==> src/rtl/ring_token_arbiter.sv <==
// Local owner of this core's ring token: captures an arriving Token, hands it to
// local requesters in round-robin order, and puts it back on the ring afterwards.
module ring_token_arbiter #(
    parameter int NREQ     = 4,
    parameter int MAXBURST = 2,
    parameter int MAXHOLD  = 255,
    parameter int CNTW     = 8
) (
    input  logic            clock,
    input  logic            reset,
    input  logic [3:0]      whichCore,
    input  logic [3:0]      SlotTypeIn,
    input  logic [NREQ-1:0] want,
    input  logic [NREQ-1:0] drive,
    output logic [NREQ-1:0] acquire,
    output logic            arbDriveRing,
    output logic [3:0]      arbSlotTypeOut,
    output logic [3:0]      arbSourceOut,
    output logic [31:0]     arbRingOut,
    output logic            busy,
    output logic [2:0]      grantIdx,
    output logic            holdErr
);
    localparam logic [1:0] PASS    = 2'd0;
    localparam logic [1:0] HOLD    = 2'd1;
    localparam logic [1:0] RELEASE = 2'd2;
    localparam logic [3:0] TOKEN   = 4'd1;

    localparam int BW = $clog2(MAXBURST + 2);
    localparam int HW = CNTW + 1;
    localparam logic [BW-1:0]   BURSTLIM = BW'(MAXBURST);
    localparam logic [BW-1:0]   BURSTONE = {{(BW-1){1'b0}}, 1'b1};
    localparam logic [CNTW:0]   HOLDLIM  = HW'(MAXHOLD);
    localparam logic [NREQ-1:0] ONE      = {{(NREQ-1){1'b0}}, 1'b1};

    logic [1:0]      state;
    logic [2:0]      rrPtr;
    logic [BW-1:0]   burstCnt;
    logic [CNTW-1:0] holdCnt;
    logic [NREQ-1:0] reqMask;
    logic [3:0]      winner;
    logic [2:0]      ptrNext;
    logic [CNTW:0]   holdNext;
    logic            tokenIn;
    logic            granteeDrive;
    logic            holdExpire;
    logic            doGrant;
    logic            doRelease;

    // First requester at or after ptr, wrapping; result is {found, index}.
    function automatic logic [3:0] pickWinner(input logic [NREQ-1:0] req, input logic [2:0] ptr);
        logic [3:0] res;
        logic [3:0] idx;
        res = 4'd0;
        for (int i = NREQ - 1; i >= 0; i--) begin
            idx = {1'b0, ptr} + 4'(i);
            if (idx >= 4'(NREQ)) begin
                idx = idx - 4'(NREQ);
            end
            if (|(req & (ONE << idx))) begin
                res = {1'b1, idx[2:0]};
            end
        end
        return res;
    endfunction

    // Arbitration decision for the current cycle.
    always_comb begin
        tokenIn      = (SlotTypeIn == TOKEN);
        granteeDrive = |(drive & (ONE << grantIdx));
        holdNext     = {1'b0, holdCnt} + {{CNTW{1'b0}}, 1'b1};
        holdExpire   = granteeDrive && (holdNext >= HOLDLIM);
        // The current grantee's own want is stale during HOLD and must not win.
        if (state == HOLD) begin
            reqMask = want & ~(ONE << grantIdx);
        end else begin
            reqMask = want;
        end
        winner = pickWinner(reqMask, rrPtr);
        if (winner[2:0] == 3'(NREQ - 1)) begin
            ptrNext = 3'd0;
        end else begin
            ptrNext = winner[2:0] + 3'd1;
        end
        doGrant   = 1'b0;
        doRelease = 1'b0;
        case (state)
            PASS: begin
                doGrant = tokenIn && winner[3];
            end
            HOLD: begin
                if (granteeDrive) begin
                    doGrant = 1'b0;
                end else if (winner[3] && (burstCnt < BURSTLIM)) begin
                    doGrant = 1'b1;
                end else begin
                    doRelease = 1'b1;
                end
            end
            RELEASE: begin
                doRelease = 1'b1;
            end
            default: begin
                doGrant   = 1'b0;
                doRelease = 1'b0;
            end
        endcase
    end

    // Ring-facing outputs; grant and emit pulses are suppressed while in reset.
    always_comb begin
        if (reset) begin
            acquire      = {NREQ{1'b0}};
            arbDriveRing = 1'b0;
        end else begin
            acquire      = doGrant ? (ONE << winner[2:0]) : {NREQ{1'b0}};
            arbDriveRing = doRelease;
        end
        arbSlotTypeOut = TOKEN;
        arbSourceOut   = whichCore;
        arbRingOut     = 32'd0;
        busy           = (state != PASS);
    end

    // Token ownership state, round-robin pointer, burst and hold accounting.
    always_ff @(posedge clock or posedge reset) begin
        if (reset) begin
            state    <= PASS;
            rrPtr    <= 3'd0;
            grantIdx <= 3'd0;
            burstCnt <= {BW{1'b0}};
            holdCnt  <= {CNTW{1'b0}};
            holdErr  <= 1'b0;
        end else begin
            case (state)
                PASS: begin
                    if (doGrant) begin
                        state    <= HOLD;
                        grantIdx <= winner[2:0];
                        rrPtr    <= ptrNext;
                        burstCnt <= BURSTONE;
                        holdCnt  <= {CNTW{1'b0}};
                    end
                end
                HOLD: begin
                    if (holdExpire) begin
                        holdCnt <= holdNext[CNTW-1:0];
                        holdErr <= 1'b1;
                        state   <= RELEASE;
                    end else if (granteeDrive) begin
                        holdCnt <= holdNext[CNTW-1:0];
                    end else if (doGrant) begin
                        grantIdx <= winner[2:0];
                        rrPtr    <= ptrNext;
                        burstCnt <= burstCnt + BURSTONE;
                        holdCnt  <= {CNTW{1'b0}};
                    end else begin
                        state <= PASS;
                    end
                end
                RELEASE: begin
                    state <= PASS;
                end
                default: begin
                    state <= PASS;
                end
            endcase
        end
    end
endmodule

==> config.mk <==
export PLATFORM = sky130hd
export DESIGN_NAME = ring_token_arbiter
export DESIGN_NICKNAME = d
export VERILOG_FILES = /design/src/rtl/ring_token_arbiter.sv
export SDC_FILE = /design/constraint.sdc
export NUM_CORES = 1
export LEC_CHECK = 0
export ABC_CLOCK_PERIOD_IN_PS = 5090
export CORE_ASPECT_RATIO = 1.2
export CORE_MARGIN = 3
export CORE_UTILIZATION = 46
export DETAILED_ROUTE_END_ITERATION = 12
export PLACE_DENSITY = 0.82
export SYNTH_ARGS = -nofsm -noshare
export SYNTH_HDL_FRONTEND = slang
export SYNTH_SLANG_ARGS = --single-unit
==> constraint.sdc <==
create_clock -name clock -period 5.09 [get_ports clock]
set_clock_uncertainty 0.2 [all_clocks]
set_input_delay 1.018 -clock clock [delete_from_list [all_inputs] [get_ports clock]]
set_output_delay 1.018 -clock clock [all_outputs]
set_load 0.01 [all_outputs]
==> results of run 1 <==
## per-layer routing
layer,routed length (um),GRT usage,up-vias,share of wire
li1,-,-,792,-
met1,1750,0.217,755,0.43
met2,1990,0.287,53,0.49
met3,244,0.0264,4,0.061
met4,40,0.0539,0,0.0099
met5,0,0,-,0
## critical path, stage by stage
cell             delay [ps]
clkdlybuf4s50_1         460
and2_1                  180
a32o_1                  230
or3_4                   380
nor4b_1                 300
a211oi_1                120
nand2_1                 120
ha_1                    190
and3_1                  150
clkdlybuf4s50_1         530
## registers in the layout, indices dropped and copies added, names as in the netlist
register,cells
holdCnt,8
grantIdx,3
rrPtr,3
burstCnt,2
state,2
holdErr,1
## cell families (layout without fill, tap and decap cells)
family                   after synthesis  in the layout
AO/OA/AOI/OAI                         54             54
XOR/XNOR                               2              2
adder cells (fa/ha/maj)               15             15
buffers and inverters                 59             45
flip-flops                            19             19
multiplexers                           3              3
other                                  2             36
AND/OR/NAND/NOR                       74             74
## final timing paths
path | slack, ps | start | end | cells after the start
setup / recovery | 180 | want[3] | acquire[3] | 10
hold / removal | 270 | holdErr | holdErr | 1
setup reg to reg | 1860 | state[1] | rrPtr[1] | 10
hold reg to reg | 270 | holdErr | holdErr | 1
max in group asynchronous | 3550 | reset | rrPtr[0] | 3
min in group asynchronous | 930 | reset | grantIdx[1] | 3
## per-stage QoR
step / area, um2 / utilization
after floorplan: 2050 / -
after global placement: 2050 / 0.517
after detailed placement: 2050 / 0.517
after CTS: 2100 / 0.528
after global routing: 2120 / 0.533
final: 2120 / 0.533
## synth_stat cells (all sizes together) (3+ instances only)
master and number:
a21o 3, a21oi 4, a31oi 3, and2 5, and3 8, buf 42
clkbuf 3, dfrtp 19, ha 15, inv 14, nand2 9, nand2b 4
nand3 17, nand4 5, nor2 9, o21ai 18, o22a 4, o31ai 3
## timing repair
action / 4_1_cts / 5_1_grt
setup endpoints to repair: 0 / 2
hold buffers: 0 / 0
resized for setup: 0 / 3
setup buffers: 0 / 0
## power groups by stage
stage               Clock, W  Combinational (W)  Sequential (W)
floorplan                  0           0.000484        0.000250
global placement           0           0.000605        0.000261
detailed placement         0           0.000622        0.000265
CTS                 0.000105           0.000623        0.000262
global route        0.000111           0.000723        0.000272
finish              0.000103           0.000644        0.000263
## final cells by class
class	instances	area, um2
clock buffers	4	45.0
fillers	395	1860
inverters	14	52.6
multi-input cells	184	1210
flip-flops and latches	19	475
well taps	54	67.6
repair buffers	27	260
==> run summary, run 1 <==
Initial antenna violation count = 0
Internal = 0.000522 W
Setup_tns = 0 ps
Syn-to-layout area delta = 9.95%
Post-synth EDFFs = 0
Worst hold slack = 274 ps
Synth warn = 0
Mapped Area = 0.00192 mm2
Vias per cell = 5.31
Post-DR wirelength/cell = 13.4 um
Crit start category = primary input
Final min period = 4910 ps
Vias in the first global route = 1537
First-pass GRT wire length = 7020 um
Hold WC Path Type = reg2reg
Largest family of logic cells by synthesized area = simple AND/OR/NAND/NOR gates
Register bit total from synthesis = 19
CTS Buf Count = 3
Die Wd = 65.0 um
RSZ-0062 raised after global routing = no
CP Data Arrival Time = 3690 ps
Clk_lat worst skew = 250 ps
Slew @ Worst Pin = 584 ps
Worst rel slew slack = 0.609
PortBufs = 23
Synth Area in Compound Gates = 0.198
Vias = 1604
ANT cells = 0
Crit end category = output pin
Post-DP HPWL = 3120 um
First DRT Iteration DRCs = 98
Die height = 76.9 um
Final GP Congestion = 0.829
Reg power frac = 0.260
Crit-path max FO = 6
I/O Pins = 68
Final nets = 282
Max_cap viols = 0
Cell variety after synth = 53
Total global-route track usage = 0.169
Drt pass-1 iters = 4
Comb pwr share = 0.638
Final wirelength = 4030 um
Net switching power = 0.000488 W
Max-slew violation count = 0
Sw Share = 0.483
Clock slew at reported path FFs = 70 ps
H-tree depth = 1
Async S/R FF share, synth = 1.00
Deepest clock path buffer count = 2
XOR/XNOR Fraction of Synth Area = 0.00910
Peak supply drop = 0.000196 V
CTS Sinks = 19
Post-route ant nets = 0
Average size of a mapped cell = 8.44 um2
P per Cell Area = 477 mW/mm2
Share of cells above drive strength 1 = 0.0726
DP Cell Count = 298
Yosys top cell area share = 0.247
Clk network pwr share = 0.102
Fin crit share = 0.964
Post-Syn Instances = 228
Fmax = 0.204 GHz
Critical Path RT = 3870 ps
Num rows = 25
Commonest non-fill, non-tap cell in the layout = conb_1
Post-Layout Cell Count = 302
Synth area leader = dfrtp_1
Drt drc = 0
Slack of the critical path = 184 ps
Seq/Total Area, Yosys = 0.247
Mux cell area share after synthesis = 0.0254
Synth Flop Type = dfrtp_1
TritonCTS clock tree = yes
Tot Pwr = 0.00101 W
Synth Area in Adders = 0.0975
Initial Utilization = 0.484
Top post-synthesis cells by area = dfrtp_1 25%, buf_4 16%, ha_1 9.8%, nand3_1 4.4%, o21ai_1 3.6%
Post-Synth Simple-Gate Area = 0.222
Root Buffer = clkbuf_8
Commonest cells after routing, fill and taps aside = 36 x conb_1, 23 x clkdlybuf4s50_1, 19 x dfrtp_1
Setup CP Type = in2out
Status = complete, no violations
Die area = 0.00500 mm2
Leak Pwr = 0.952 nW
Setup violations, final = 0
Hold Vio Cnt, Final = 0
Largest net degree at the start of global routing = 21
Overflow after GRT = 0
Core area = 0.00397 mm2
Dpl ws = 155 ps
(Power assumes the default switching activity.)
==> inputs of run 2 (changes only) <==
--- a/config.mk
+++ b/config.mk
@@ -7,7 +7,6 @@
 export LEC_CHECK = 0
 export ABC_CLOCK_PERIOD_IN_PS = 5090
 export CORE_ASPECT_RATIO = 1.2
-export CORE_MARGIN = 3
 export CORE_UTILIZATION = 46
 export DETAILED_ROUTE_END_ITERATION = 12
 export PLACE_DENSITY = 0.82
==> run summary, run 2 (same netlist as run 1, synthesis figures left out) <==
Dpl ws = 159 ps (+3.25 ps)
Largest register FFs = 8 (unchanged)
Register with the most flip-flops = holdCnt
Crit end category = output pin
Final wirelength = 3730 um (-7.4%)
Die Wd = 61.0 um (-6.1%)
Vias = 1615 (+0.69%)
H-tree depth = 1 (unchanged)
Hold WC Path Type = reg2reg
Post-place instance area = 0.00206 mm2 (+0.37%)
Setup_tns = 0 ps (unchanged)
ANT cells = 0 (unchanged)
Post-Layout Cell Count = 303 (+0.33%)
Critical Path RT = 3870 ps (about the same)
Reg area = 475 um2 (unchanged)
Peak supply drop = 0.000180 V (-8.1%)
TritonCTS clock tree = yes
Post-route cell area = 0.00211 mm2 (-0.24%)
Overflow after GRT = 0 (unchanged)
Total global-route track usage = 0.181 (+0.0123)
Share of cells above drive strength 1 = 0.0683 (-0.00431)
Final GP Congestion = 0.860 (+3.8%)
Final nets = 283 (+0.35%)
Vias per cell = 5.33 (+0.35%)
Slew @ Worst Pin = 592 ps (+8.12 ps)
Post-route ant nets = 0 (unchanged)
Hold-fix buffers, CTS = 0 (unchanged)
Initial antenna violation count = 0 (unchanged)
Largest net degree at the start of global routing = 21 (unchanged)
First-pass GRT wire length = 6130 um (-13%)
DP Cell Count = 299 (+0.34%)
Biggest registers after layout = holdCnt: 8 flops, grantIdx: 3 flops, rrPtr: 3 flops
PostCTS Resize Cnt = 0 (unchanged)
PortBufs = 23 (unchanged)
Commonest cells after routing, fill and taps aside = 36 x conb_1, 23 x clkdlybuf4s50_1, 19 x dfrtp_1
First DRT Iteration DRCs = 119 (+21%)
Num rows = 25 (unchanged)
Core area = 0.00397 mm2 (unchanged)
Root Buffer = clkbuf_8
Final min period = 4910 ps (+8.14 ps)
Deepest clock path buffer count = 2 (unchanged)
Die height = 72.9 um (-5.2%)
Clock slew at reported path FFs = 70 ps (about the same)
Vias in the first global route = 1398 (-9.0%)
Fmax = 0.204 GHz (-0.17%)
Setup violations, final = 0 (unchanged)
Setup repair bufs after CTS = 0 (unchanged)
Fin crit share = 0.965 (+0.00160)
Syn-to-layout area delta = 9.69%
Max_cap viols = 0 (unchanged)
I/O Pins = 68 (unchanged)
Slack of the critical path = 176 ps (-8.14 ps)
Crit start category = primary input
CP Data Arrival Time = 3700 ps (about the same)
Die area = 0.00445 mm2 (-11%)
Drt drc = 0 (unchanged)
Crit-path max FO = 6 (unchanged)
Worst rel slew slack = 0.605 (-0.00472)
Hold Vio Cnt, Final = 0 (unchanged)
Max-slew violation count = 0 (unchanged)
CTS Buf Count = 3 (unchanged)
Commonest non-fill, non-tap cell in the layout = conb_1
Leak Pwr = 0.952 nW (about the same)
P per Cell Area = 475 mW/mm2 (-0.59%)
Status = complete, no violations
Drt pass-1 iters = 4 (unchanged)
Clk_lat worst skew = 260 ps (about the same)
Fillcell total = 373 (-5.6%)
Area of the multi-input gates = 0.00120 mm2 (-1.0%)
Post-DP HPWL = 2870 um (-8.0%)
Initial Utilization = 0.484 (unchanged)
RSZ-0062 raised after global routing = no
Setup CP Type = in2out
CTS Sinks = 19 (unchanged)
Post-DR wirelength/cell = 12.3 um (-7.7%)
-- run 2: worst paths after layout --
check | cells past startpoint | slack, ps | from | endpoint
max | 10 | 180 | want[3] | acquire[3]
min | 1 | 280 | holdErr | holdErr
max reg2reg | 11 | 1810 | state[1] | rrPtr[0]
min reg2reg | 1 | 280 | holdErr | holdErr
max in group asynchronous | 3 | 3580 | reset | holdCnt[7]
min in group asynchronous | 3 | 910 | reset | rrPtr[1]
-- run 2: power by group --
group / leakage [nW] / total (W) / internal, W / switching, W
logic: 0.679 / 0.000630 / 0.000274 / 0.000356
clock network: 0.0228 / 0.000108 / 0.0000558 / 0.0000525
registers: 0.251 / 0.000263 / 0.000195 / 0.0000686
-- run 2: through the flow --
step	hold slack, ps	util	power, W
after floorplan	264	-	0.000734
after detailed placement	255	0.519	0.000886
after global routing	305	0.531	0.00110
after CTS	278	0.530	0.000995
after global placement	254	0.519	0.000873
final	279	0.531	0.00100
-- run 2: cell type report --
cell class                 count  share of cell area
inverter                      14              0.0249
sequential                    19               0.225
timing repair buffer          28               0.127
multi-input combinational    184               0.570
tap                           54              0.0320
clock buffer                   4              0.0213
-- run 2: metal layers --
metal | share of wire | track usage
met1 | 0.45 | 0.242
met2 | 0.49 | 0.287
met3 | 0.051 | 0.0266
met4 | 0.015 | 0.0758
met5 | 0 | 0
-- run 2: worst max-delay path: stages --
cell	delay (ps)
clkdlybuf4s50_1	460
and2_1	190
a32o_1	210
or3_4	370
nor4b_1	300
a211oi_1	140
nand2_1	120
ha_1	190
and3_1	160
clkdlybuf4s50_1	530
==> inputs of run 3 (changes only) <==
--- a/config.mk
+++ b/config.mk
@@ -5,11 +5,12 @@
 export SDC_FILE = /design/constraint.sdc
 export NUM_CORES = 1
 export LEC_CHECK = 0
+export ABC_AREA = 1
 export ABC_CLOCK_PERIOD_IN_PS = 5090
 export CORE_ASPECT_RATIO = 1.2
-export CORE_UTILIZATION = 46
+export CORE_UTILIZATION = 47
 export DETAILED_ROUTE_END_ITERATION = 12
-export PLACE_DENSITY = 0.82
+export PLACE_DENSITY = 0.81
 export SYNTH_ARGS = -nofsm -noshare
 export SYNTH_HDL_FRONTEND = slang
 export SYNTH_SLANG_ARGS = --single-unit
==> run summary, run 3 <==
Largest family of logic cells by synthesized area = simple AND/OR/NAND/NOR gates
Post-DR wirelength/cell = 11.3 um (-8.4%)
First DRT Iteration DRCs = 84 (-29%)
Root Buffer = clkbuf_8
Synth warn = 0 (unchanged)
Total global-route track usage = 0.198 (+0.0167)
Max-slew violation count = 0 (unchanged)
Buf/Inv on CP = 4 (+2)
I/O Pins = 68 (unchanged)
Largest register FFs = 8 (unchanged)
Setup_tns = 0 ps (unchanged)
Hold WC Path Type = reg2reg
Top post-synthesis cells by area = dfrtp_1 23%, nand2_1 15%, buf_4 15%, nand3_1 9.8%, ha_1 8.9%
Fmax = 0.217 GHz (+6.5%)
Clock slew at reported path FFs = 70 ps (about the same)
PortBufs = 23 (unchanged)
Post-Syn Instances = 315 (+38%)
Reg area = 475 um2 (unchanged)
Sw Share = 0.531 (+0.0552)
Max_cap viols = 0 (unchanged)
Area of the multi-input gates = 0.00128 mm2 (+6.7%)
Syn-to-layout area delta = 7.50%
Initial antenna violation count = 0 (unchanged)
Mux cell area share after synthesis = 0 (-0.0254)
Synth area leader = dfrtp_1
Overflow after GRT = 0 (unchanged)
CP max-delay cell = clkdlybuf4s50_1
Drt pass-1 iters = 4 (unchanged)
Cell variety after synth = 30 (-43%)
Seq/Total Area, Yosys = 0.226 (-0.0209)
Fin crit share = 0.906 (-0.0590)
Synth top cells by count = 83 x nand2_1, 41 x buf_4, 41 x nand3_1, 35 x inv_1, 27 x nor2_1
H-tree depth = 1 (unchanged)
Vias in the first global route = 1699 (+22%)
Post-route ant nets = 0 (unchanged)
Leak Pwr = 1.17 nW (+22%)
Crit-path cells = clkdlybuf4s50_1 > nand2_1 > nor2_1 > nor2_1 > nand2_2 > nor2_2 > inv_1 > o211ai_1 > nand2_1 > inv_1 > ha_1 > nand2_1 > nor2_1 > clkdlybuf4s50_1
Comb pwr share = 0.650 (+0.021)
Core area = 0.00426 mm2 (+7.3%)
Biggest registers after layout = holdCnt: 8 flops, grantIdx: 3 flops, rrPtr: 3 flops
Register bit total from synthesis = 19 (unchanged)
Crit start category = primary input
Fillcell total = 426 (+14%)
Clk network pwr share = 0.109 (about the same)
Critical Path RT = 3870 ps (about the same)
Clk_lat worst skew = 260 ps (about the same)
Peak supply drop = 0.000129 V (-29%)
Post-synth EDFFs = 0 (unchanged)
Status = complete, no violations
Internal = 0.000468 W (-11%)
Average size of a mapped cell = 6.67 um2 (-21%)
Mapped Area = 0.00210 mm2 (+9.2%)
Utilization after layout = 0.530 (-0.00110)
Commonest non-fill, non-tap cell in the layout = nand2_1
Setup CP Type = in2out
PostCTS Resize Cnt = 0 (unchanged)
Hold Vio Cnt, Final = 0 (unchanged)
Synth Area in Adders = 0.0893 (-0.00824)
Die Wd = 63.1 um (+3.3%)
Die area = 0.00475 mm2 (+6.7%)
Worst rel slew slack = 0.587 (-0.0178)
Setup violations, final = 0 (unchanged)
CP Data Arrival Time = 3400 ps (-300 ps)
Die height = 75.3 um (+3.3%)
Final nets = 369 (+30%)
Vias = 1911 (+18%)
Final wirelength = 4410 um (+18%)
Most frequent cell after synthesis = nand2_1
Reg power frac = 0.240 (-0.023)
Max incr delay on CP = 540 ps (about the same)
Synth Area in Compound Gates = 0.0702 (-0.127)
Initial Utilization = 0.493 (+0.00884)
XOR/XNOR Fraction of Synth Area = 0.00833 (-0.000769)
Hold-fix buffers, CTS = 0 (unchanged)
CTS Sinks = 19 (unchanged)
Vias per cell = 4.89 (-8.3%)
Net switching power = 0.000529 W (+11%)
Synth Flop Type = dfrtp_1
TritonCTS clock tree = yes
Yosys top cell area share = 0.226 (-0.0209)
Largest net degree at the start of global routing = 22 (+4.8%)
P per Cell Area = 441 mW/mm2 (-7.0%)
Cell family with most CP delay = buffers and inverters
Setup repair bufs after CTS = 0 (unchanged)
Crit end category = output pin
CTS Buf Count = 3 (unchanged)
Register with the most flip-flops = holdCnt
Drt drc = 0 (unchanged)
Commonest cells after routing, fill and taps aside = 83 x nand2_1, 41 x nand3_1, 36 x conb_1
ANT cells = 0 (unchanged)
Post-Synth Simple-Gate Area = 0.378 (+0.156)
Crit-path max FO = 5 (-1)
Post-DP HPWL = 3400 um (+18%)
Share of cells above drive strength 1 = 0.0627 (-0.00559)
Final min period = 4610 ps (-300 ps)
Num rows = 26 (+4.0%)
RSZ-0062 raised after global routing = no
Slew @ Worst Pin = 613 ps (+20.6 ps)
First-pass GRT wire length = 7380 um (+20%)
Final GP Congestion = 0.938 (+9.0%)
Deepest clock path buffer count = 2 (unchanged)
Async S/R FF share, synth = 1.00 (unchanged)
-- run 3: tightest hold or removal path: stages, from the launching register on --
cell and delay, ps:
dfrtp_1 380, nand2_1 60, nand2_1 50
-- run 3: cell type report --
class | instances | share of cell area
multi-input cells | 250 | 0.568
clock buffers | 4 | 0.0199
flip-flops and latches | 19 | 0.210
inverters | 37 | 0.0626
well taps | 56 | 0.0310
repair buffers | 25 | 0.109
-- run 3: final timing paths --
kind	from	to	slack, ps	cells after the start
hold / removal	state[1]	state[1]	310	2
setup reg to reg	state[1]	rrPtr[1]	2290	16
min in group asynchronous	reset	holdCnt[5]	880	3
setup / recovery	want[1]	acquire[3]	480	14
max in group asynchronous	reset	grantIdx[1]	3590	3
hold reg to reg	state[1]	state[1]	310	2
-- run 3: routing by layer --
layer	up-vias	wire, um	part of all wire	GRT usage
met3	13	234	0.053	0.0273
li1	968	-	-	-
met1	858	1820	0.41	0.228
met2	72	2240	0.51	0.355
met4	0	125	0.028	0.114
met5	-	0	0	0
-- run 3: cell families (layout without fill, tap and decap cells) --
group / after synthesis / count (layout)
simple gates: 172 / 172
buf+inv: 80 / 66
compound gates: 25 / 25
flops: 19 / 19
fa+ha+maj: 15 / 15
other cells: 2 / 36
xor+xnor: 2 / 2
-- run 3: metrics by stage --
| stage | setup slack, ps | std cells | instance area, um2 | hold WS (ps) | total power (W) |
|---|---|---|---|---|---|
| 2_1_floorplan | 1590 | 349 | 2230 | 267 | 0.000760 |
| 3_3_place_gp | 575 | 387 | 2210 | 266 | 0.000872 |
| 3_5_place_dp | 479 | 387 | 2210 | 298 | 0.000890 |
| 4_1_cts | 470 | 391 | 2260 | 316 | 0.00100 |
| 5_1_grt | 246 | 391 | 2260 | 348 | 0.00111 |
| 6_report | 476 | 391 | 2260 | 314 | 0.000997 |
-- run 3: power by group through the flow --
stage	clock network, W	logic (W)	registers [W]
after floorplan	0	0.000527	0.000233
after global placement	0	0.000632	0.000240
after detailed placement	0	0.000648	0.000242
after CTS	0.000112	0.000652	0.000239
after global routing	0.000119	0.000745	0.000247
final	0.000109	0.000649	0.000240
